[src/rtl/vga_tile_pixel_pipe.sv]
// Three-stage tile/text pixel pipeline: tile-map fetch, glyph fetch, palette lookup with
// a blinking block cursor. Sync/blank travel through a matching delay so everything stays aligned.
module vga_tile_pixel_pipe #(
  parameter int H_ACTIVE     = 640,
  parameter int V_ACTIVE     = 480,
  parameter int BLINK_FRAMES = 30
) (
  input  logic        clk,
  input  logic        rst,
  input  logic        pix_en,
  input  logic [9:0]  hcount,
  input  logic [9:0]  vcount,
  input  logic        bright_in,
  input  logic        hsync_in,
  input  logic        vsync_in,
  output logic [12:0] map_addr,
  input  logic [15:0] map_data,
  output logic [10:0] glyph_addr,
  input  logic [7:0]  glyph_data,
  input  logic [6:0]  cursor_x,
  input  logic [5:0]  cursor_y,
  input  logic        cursor_en,
  output logic [23:0] rgb,
  output logic        bright_out,
  output logic        hsync_out,
  output logic        vsync_out
);

  localparam int BW = $clog2(BLINK_FRAMES);
  localparam logic [BW-1:0] BLINK_LAST = BW'(BLINK_FRAMES - 1);
  // {bright, hsync, vsync} when nothing is being displayed
  localparam logic [2:0] DLY_IDLE = 3'b011;

  function automatic logic [23:0] pal_lookup(input logic [3:0] idx);
    logic [23:0] c;
    case (idx)
      4'h0:    c = 24'h000000;
      4'h1:    c = 24'h0000AA;
      4'h2:    c = 24'h00AA00;
      4'h3:    c = 24'h00AAAA;
      4'h4:    c = 24'hAA0000;
      4'h5:    c = 24'hAA00AA;
      4'h6:    c = 24'hAA5500;
      4'h7:    c = 24'hAAAAAA;
      4'h8:    c = 24'h555555;
      4'h9:    c = 24'h5555FF;
      4'hA:    c = 24'h55FF55;
      4'hB:    c = 24'h55FFFF;
      4'hC:    c = 24'hFF5555;
      4'hD:    c = 24'hFF55FF;
      4'hE:    c = 24'hFFFF55;
      4'hF:    c = 24'hFFFFFF;
      default: c = 24'h000000;
    endcase
    return c;
  endfunction

  logic [12:0]   map_addr_q, map_addr_d;
  logic [6:0]    col1_q, col1_d, row1_q, row1_d;
  logic [2:0]    px1_q, px1_d, py1_q, py1_d;
  logic          act1_q, act1_d;
  logic [2:0]    dly1_q, dly1_d;
  logic [10:0]   glyph_addr_q, glyph_addr_d;
  logic [3:0]    fg2_q, fg2_d, bg2_q, bg2_d;
  logic [2:0]    px2_q, px2_d;
  logic          act2_q, act2_d, hit2_q, hit2_d;
  logic [2:0]    dly2_q, dly2_d;
  logic [23:0]   rgb_q, rgb_d;
  logic [2:0]    dly3_q, dly3_d;
  logic [BW-1:0] blink_cnt_q, blink_cnt_d;
  logic          blink_on_q, blink_on_d;
  logic          vs_hist_q, vs_hist_d;

  logic [6:0]  col_s, row_s;
  logic        in_range_s, fall_s, bit_s;
  logic [12:0] lin_addr_s;
  logic [3:0]  idx_s;

  // Next-state for all three stages and the blink counter
  always_comb begin
    col_s      = hcount[9:3];
    row_s      = vcount[9:3];
    in_range_s = (hcount < 10'(H_ACTIVE)) && (vcount < 10'(V_ACTIVE));
    // row*80 + col as row*64 + row*16 + col
    lin_addr_s = {row_s, 6'b000000} + {2'b00, row_s, 4'b0000} + {6'b000000, col_s};

    col1_d = col_s;
    row1_d = row_s;
    px1_d  = hcount[2:0];
    py1_d  = vcount[2:0];
    dly1_d = {bright_in, hsync_in, vsync_in};
    if (in_range_s) begin
      map_addr_d = lin_addr_s;
      act1_d     = 1'b1;
    end else begin
      map_addr_d = 13'd0;
      act1_d     = 1'b0;
    end

    glyph_addr_d = {map_data[7:0], py1_q};
    fg2_d        = map_data[11:8];
    bg2_d        = map_data[15:12];
    px2_d        = px1_q;
    act2_d       = act1_q;
    dly2_d       = dly1_q;
    hit2_d       = cursor_en & blink_on_q & (col1_q == cursor_x) & (row1_q == {1'b0, cursor_y});

    bit_s  = glyph_data[3'd7 - px2_q];
    idx_s  = (bit_s ^ hit2_q) ? fg2_q : bg2_q;
    rgb_d  = (dly2_q[2] & act2_q) ? pal_lookup(idx_s) : 24'h000000;
    dly3_d = dly2_q;

    vs_hist_d   = vsync_in;
    fall_s      = vs_hist_q & ~vsync_in;
    blink_cnt_d = blink_cnt_q;
    blink_on_d  = blink_on_q;
    if (fall_s) begin
      if (blink_cnt_q == BLINK_LAST) begin
        blink_cnt_d = {BW{1'b0}};
        blink_on_d  = ~blink_on_q;
      end else begin
        blink_cnt_d = blink_cnt_q + BW'(1);
      end
    end else begin
      blink_cnt_d = blink_cnt_q;
    end
  end

  // State register; everything advances only on a pixel strobe, reset wins over the strobe
  always_ff @(posedge clk) begin
    if (rst) begin
      map_addr_q   <= 13'd0;
      col1_q       <= 7'd0;
      row1_q       <= 7'd0;
      px1_q        <= 3'd0;
      py1_q        <= 3'd0;
      act1_q       <= 1'b0;
      dly1_q       <= DLY_IDLE;
      glyph_addr_q <= 11'd0;
      fg2_q        <= 4'd0;
      bg2_q        <= 4'd0;
      px2_q        <= 3'd0;
      act2_q       <= 1'b0;
      hit2_q       <= 1'b0;
      dly2_q       <= DLY_IDLE;
      rgb_q        <= 24'h000000;
      dly3_q       <= DLY_IDLE;
      blink_cnt_q  <= {BW{1'b0}};
      blink_on_q   <= 1'b1;
      vs_hist_q    <= 1'b1;
    end else if (pix_en) begin
      map_addr_q   <= map_addr_d;
      col1_q       <= col1_d;
      row1_q       <= row1_d;
      px1_q        <= px1_d;
      py1_q        <= py1_d;
      act1_q       <= act1_d;
      dly1_q       <= dly1_d;
      glyph_addr_q <= glyph_addr_d;
      fg2_q        <= fg2_d;
      bg2_q        <= bg2_d;
      px2_q        <= px2_d;
      act2_q       <= act2_d;
      hit2_q       <= hit2_d;
      dly2_q       <= dly2_d;
      rgb_q        <= rgb_d;
      dly3_q       <= dly3_d;
      blink_cnt_q  <= blink_cnt_d;
      blink_on_q   <= blink_on_d;
      vs_hist_q    <= vs_hist_d;
    end
  end

  assign map_addr   = map_addr_q;
  assign glyph_addr = glyph_addr_q;
  assign rgb        = rgb_q;
  assign bright_out = dly3_q[2];
  assign hsync_out  = dly3_q[1];
  assign vsync_out  = dly3_q[0];

endmodule
[config.mk]
export PLATFORM = sky130hd
export DESIGN_NAME = vga_tile_pixel_pipe
export DESIGN_NICKNAME = d
export VERILOG_FILES = /design/src/rtl/vga_tile_pixel_pipe.sv
export SDC_FILE = /design/constraint.sdc
export NUM_CORES = 1
export LEC_CHECK = 0
export ABC_AREA = 1
export CAP_MARGIN = 20
export CORE_MARGIN = 5
export CORE_UTILIZATION = 50
export DETAILED_ROUTE_END_ITERATION = 10
export PLACE_DENSITY = 0.81
export SKIP_LAST_GASP = 1
export SLEW_MARGIN = 20
export SYNTH_ARGS = -nofsm -noshare
export SYNTH_HDL_FRONTEND = slang
export SYNTH_SLANG_ARGS = --single-unit
[constraint.sdc]
create_clock -name clk -period 3.85 [get_ports clk]
set_input_delay 0.77 -clock clk [delete_from_list [all_inputs] [get_ports clk]]
set_output_delay 0.77 -clock clk [all_outputs]
set_load 0.05 [all_outputs]
Word level (Yosys, flattened, before mapping)
Memory sizes are Yosys's and may differ from the RTL's.
Index checks and enable logic that the tools add are counted.
W data, S select, Z words.
{"block": "op_classes", "add_sub_neg": 4, "n_lt_le_gt_ge": 3, "n_eq_ne": 3, "muxes": 7, "bitwise": 8, "n_reduce_logical": 3}
{"operator": "$mux W24", "n": 1}
{"operator": "$add A13 B11 Y13", "n": 1}
{"operator": "$add A13 B7 Y13", "n": 1}
{"operator": "$mux W13", "n": 1}
{"operator": "$lt A10 B10 Y1 const B", "n": 1}
{"operator": "$lt A10 B9 Y1 const B", "n": 1}
{"operator": "$eq A7 B6 Y1", "n": 1}
{"operator": "$eq A7 B7 Y1", "n": 1}
{"operator": "$add A5 B1 Y5 const B", "n": 1}
{"operator": "$and A1 B1 Y1", "n": 5}
{"operator": "$eq A5 B5 Y1 const B", "n": 1}
{"operator": "$mux W5", "n": 1}
{"operator": "$lt A3 B4 Y1 const B", "n": 1}
{"operator": "$mux W4", "n": 1}
{"operator": "$bmux W1 S3", "n": 1}
{"operator": "$reduce_and A3 Y1", "n": 1}
{"operator": "$sub A3 B3 Y3 const A", "n": 1}
{"operator": "$mux W1", "n": 2}
{"operator": "$not A1 Y1", "n": 2}
{"operator": "$reduce_and A2 Y1", "n": 1}
{"operator": "$logic_and A1 B1 Y1", "n": 1}
{"operator": "$xor A1 B1 Y1", "n": 1}
{"block": "totals", "ff_bits": 98, "mem_bits_ro": 384, "inputBits": 64, "elab_cells": 48, "n_memories": 1}
{"memory": "(no name shown)", "depth": 16, "word_bits": 24, "read_ports": 1, "rd_clocked_by_memory_dff": 0, "write_ports": 0, "line": "36", "rtl": "case (idx)"}

Depth between registers and ports, before layout
An unclocked memory read counts as a cell.
{"block": "depth", "word_depth": 7, "mapped_depth": 12, "ltp_nobuf": 12}

Least setup slack after synthesis
No wires, ideal clock.
{"block": "synth_timing", "path_type": "input to register", "from": "input hcount[9]", "to": "register map_addr_q[11], in the netlist map_addr[11]", "setup_time_ps": 70, "arrival_time_ps": 2514, "required_ps": 3780, "setup_slack_ps": 1265, "cell_stages": 11, "n_path_buf": 0, "cell_sequence": "inv_1 > fa_1 > inv_1 > fa_1 > nand3_1 > nand3_1 > a21oi_1 > o21bai_1 > a21oi_1 > o21ai_0 > a21oi_1"}
{"block": "synth_via", "elab_chain_cells": 3, "elab_cells_between_ends": 4, "cone_classes": "add/sub: 1; order compare: 1; mux: 1; reduce/logical: 1"}
{"item": "start: declaration", "line": "11", "rtl": "input logic [9:0] hcount,"}
{"item": "branches (longest 2 deep; another with $add A13 B7 Y13)"}
{"item": "$mux W13 (*)", "line": "92", "rtl": "if (in_range_s) begin"}
{"item": "end signal: assignment", "line": "152", "rtl": "map_addr_q <= map_addr_d;"}
{"item": "end: declaration", "line": "58", "rtl": "logic [12:0] map_addr_q, map_addr_d;"}
Every way passes the cells marked *.
A chain may end at the register's enable or synchronous reset.

Worst setup path after layout
Same ends and word-level chain as after synthesis.

==> flow_metrics.py <==
metrics = {
    "global_route": {
        "grt_antenna_before_repair": 0,
        "busiest_layer": "met2",
        "use_met1_pct": 24.93,
        "grt_max_degree": 44,
        "met3_usage_pct": 4.104,
        "grt_pass1_wl_mm": 14.43,
        "grtUsageTotal_pct": 20.10,
        "grt_util_met2_pct": 33.00,
        "first_global_vias": 3202,
        "grt_overflow": 0,
    },
    "logic_synthesis": {
        "synth_enable_flop_cells": 0,
        "syn_inst": 467,
        "async_reset_ff_share_pct": 0,
        "yosysWarnings": 0,
        "netlist_top_cells_area": "dfxtp_1 43%, nor2_1 8.2%, nand2_1 7.3%",
        "avgSynthCellArea_um2": 7.756,
        "yosysUniqueCellTypes": 31,
        "synth_ff_type": "dfxtp_1",
        "synth.largest_area_cell": "dfxtp_1",
        "seq_area_frac_synth_pct": 43.11,
        "syn_nets": 548,
        "synth_commonest_cells": "79 x nor2_1, 78 x dfxtp_1, 70 x nand2_1",
        "netlist.area_leader.share_pct": 43.11,
        "yosysMostFrequentCell": "nor2_1",
        "ys_seq_elements": 78,
        "syn_area_um2": 3622,
    },
    "route": {
        "avgRoutedWirePerCell_um": 13.29,
        "drtAntennaViolNets": 0,
        "drt_first_iter_violations": 131,
        "first_pass_iters": 4,
        "drt_wl_total_mm": 8.770,
        "vias": 3327,
        "drc": 0,
        "viasPerCell": 5.041,
    },
    "layout": {
        "post-route-cell-area_um2": 4903,
        "drive_gt1_share_pct": 6.952,
        "n_fill_cell": 629,
        "multi_input_area_um2": 1747,
        "antenna_cells": 0,
        "regArea_um2": 1562,
        "fin_nets": 637,
        "syn_to_final_growth_pct": 35.37,
        "finish.utilization_pct": 68.71,
    },
    "floorplanning": {
        "die_h_um": 95.12,
        "core_um2": 7137,
        "initial_core_util_pct": 50.75,
        "dieArea_um2": 9047,
        "die_w_um": 95.12,
        "boundaryPins": 115,
        "rows": 31,
    },
    "sta": {
        "post-route-period-util_pct": 74.20,
        "setup_tns_ns": 0,
        "drv_slew": 0,
        "holdWs_ns": 0.4579,
        "rsz0062_at_grt": "no",
        "finalSetupViolCount": 0,
        "skew_ns": 0.009439,
        "setup_ws_ns": 0.9934,
        "relSlewSlack_pct": 48.85,
        "worst_pin_slew_ns": 0.7664,
        "layout_min_cycle_time_ns": 2.857,
        "finalHoldViolations": 0,
        "fmaxAchievable_mhz": 350.1,
    },
    "clock_tree": {
        "clock_path_buffers": 2,
        "htree_levels": 3,
        "post_cts_resized": 0,
        "clk_latency_ns": 0.34,
        "cts_setup_buffers": 0,
        "cts_hold_buffers": 0,
        "cts.clk_slew.worst_paths_ns": 0.08,
        "clock_sinks": 78,
        "clockRootBuffer": "clkbuf_8",
        "cts_tree": "yes",
        "cts_buffers": 9,
    },
    "status": {
        "outcome": "finished, final reports clean",
    },
    "hold_path": {
        "hold_path_end": "dly2_q[1]",
        "worstHoldStart": "dly2_q[1]",
        "min_path_cells": 2,
        "hp-class": "flip-flop to flip-flop",
    },
    "setup_path": {
        "cp_common_cell": "a21oi_1",
        "endpoint_kind": "flip-flop",
        "criticalPathCategory": "input pin to flip-flop",
        "timing.rr.end": "rgb[14]",
        "reg2reg_depth": 11,
        "worst_path_largest_cell_delay_ns": 0.53,
        "required_ns": 4.13,
        "cp_slowest_cell": "fa_1",
        "critPathArrivalTime_ns": 3.14,
        "crit_fanout": 3,
        "r2r-start": "px2_q[0]",
        "path_cells": "clkdlybuf4s50_1 > inv_1 > fa_1 > inv_1 > fa_1 > nand3_1 > nand3_1 > a21oi_1 > o21bai_1 > a21oi_1 > o21ai_0 > a21oi_1",
        "startpoint_type": "input pin",
        "r2r_slack_ns": 2.42,
    },
    "place": {
        "postPlaceCellArea_um2": 4681,
        "port_buffers": 114,
        "dp_hpwl_mm": 6.593,
        "globalplace.congestion": 0.9404,
        "pre_cts_ws_ns": 0.6454,
    },
    "job": {
        "drv_cap": 0,
    },
    "power": {
        "ir_drop_uv": 266.6,
        "powerDensity_nw_per_um2": 398.2,
        "power_leakage_nw": 2.003,
    },
}
worst max-delay path, delay by kind of cell:
family	cells	cell delay (ns)
adder cells (fa/ha/maj)	2	0.99
AO/OA/AOI/OAI	5	0.55
buffers and inverters	3	0.61
AND/OR/NAND/NOR	2	0.20
worst max path at each step:
| stage | start | end | slack [ns] | depth (start not counted) |
|---|---|---|---|---|
| 2_1_floorplan | hcount[9] | map_addr[11] | 1.27 | 11 |
| 3_3_place_gp | hcount[9] | map_addr[11] | 0.70 | 12 |
| 3_5_place_dp | hcount[9] | map_addr[11] | 0.65 | 12 |
| 4_1_cts | hcount[9] | map_addr[11] | 1.0 | 12 |
| 5_1_grt | hcount[9] | map_addr[11] | 0.77 | 12 |
| 6_report | hcount[9] | map_addr[11] | 0.99 | 12 |
state kept, by name, summed over array words and instances (netlist names):
register     count
act1_q           1
act2_q           1
bg2_q            4
blink_cnt_q      5
blink_on_q       1
col1_q           7
dly1_q           3
dly2_q           3
dly3_q           3
fg2_q            4
glyph_addr      11
hit2_q           1
map_addr        13
px1_q            3
px2_q            3
py1_q            3
rgb              5
row1_q           7
layout by cell type (no fill, tap or decap), types with 2 or more instances in the layout:
cell and count:
nand3_1 24, o21ai_0 47, dfxtp_1 78, clkinv_2 2, ha_1 15, clkdlybuf4s50_1 113
inv_1 20, xor2_1 9, fa_1 2, xnor2_1 8, inv_2 2, bufinv_16 2
buf_4 4, o21ai_1 2, nor4_1 2, nand2_1 70, nand3_2 6, nand3b_1 2
nand4_1 6, clkbuf_8 10, a21oi_1 40, nand2_2 4, nor2_1 79, or2_2 2
clkinvlp_4 2
metal layers:
layer | vias to the layer above | part of all wire [%]
met5 | - | 0
met4 | 0 | 2.2
met3 | 16 | 8.0
met2 | 107 | 48
met1 | 1509 | 42
li1 | 1695 | -
power breakdown:
part | switching [mW] | leakage [nW] | total (mW) | internal, mW
logic | 0.234 | 1.25 | 0.403 | 0.169
clock network | 0.290 | 0.108 | 0.670 | 0.380
registers | 0.0277 | 0.643 | 0.880 | 0.852
cells by family after synthesis:
kind of cell	Yosys count	share of synthesized area (%)
simple gates	199	24.42
compound gates	94	13.40
buf+inv	62	8.670
xor+xnor	17	4.111
flops	78	43.11
fa+ha+maj	17	6.287
cell type report:
| type | instances | area share [%] |
|---|---|---|
| clock buffer | 10 | 2.807 |
| inverter | 22 | 1.684 |
| clock inverter | 6 | 1.735 |
| multi-input combinational | 327 | 35.62 |
| sequential | 78 | 31.84 |
| timing repair buffer | 118 | 23.78 |
| tap | 99 | 2.526 |
metrics by stage:
step	cells	power [mW]
global placement	644	1.290
global route	660	2.041
finish	660	1.953
detailed placement	644	1.300
floorplan	467	1.152
CTS	660	1.969
Note: power is estimated with default switching activity, not from simulation.
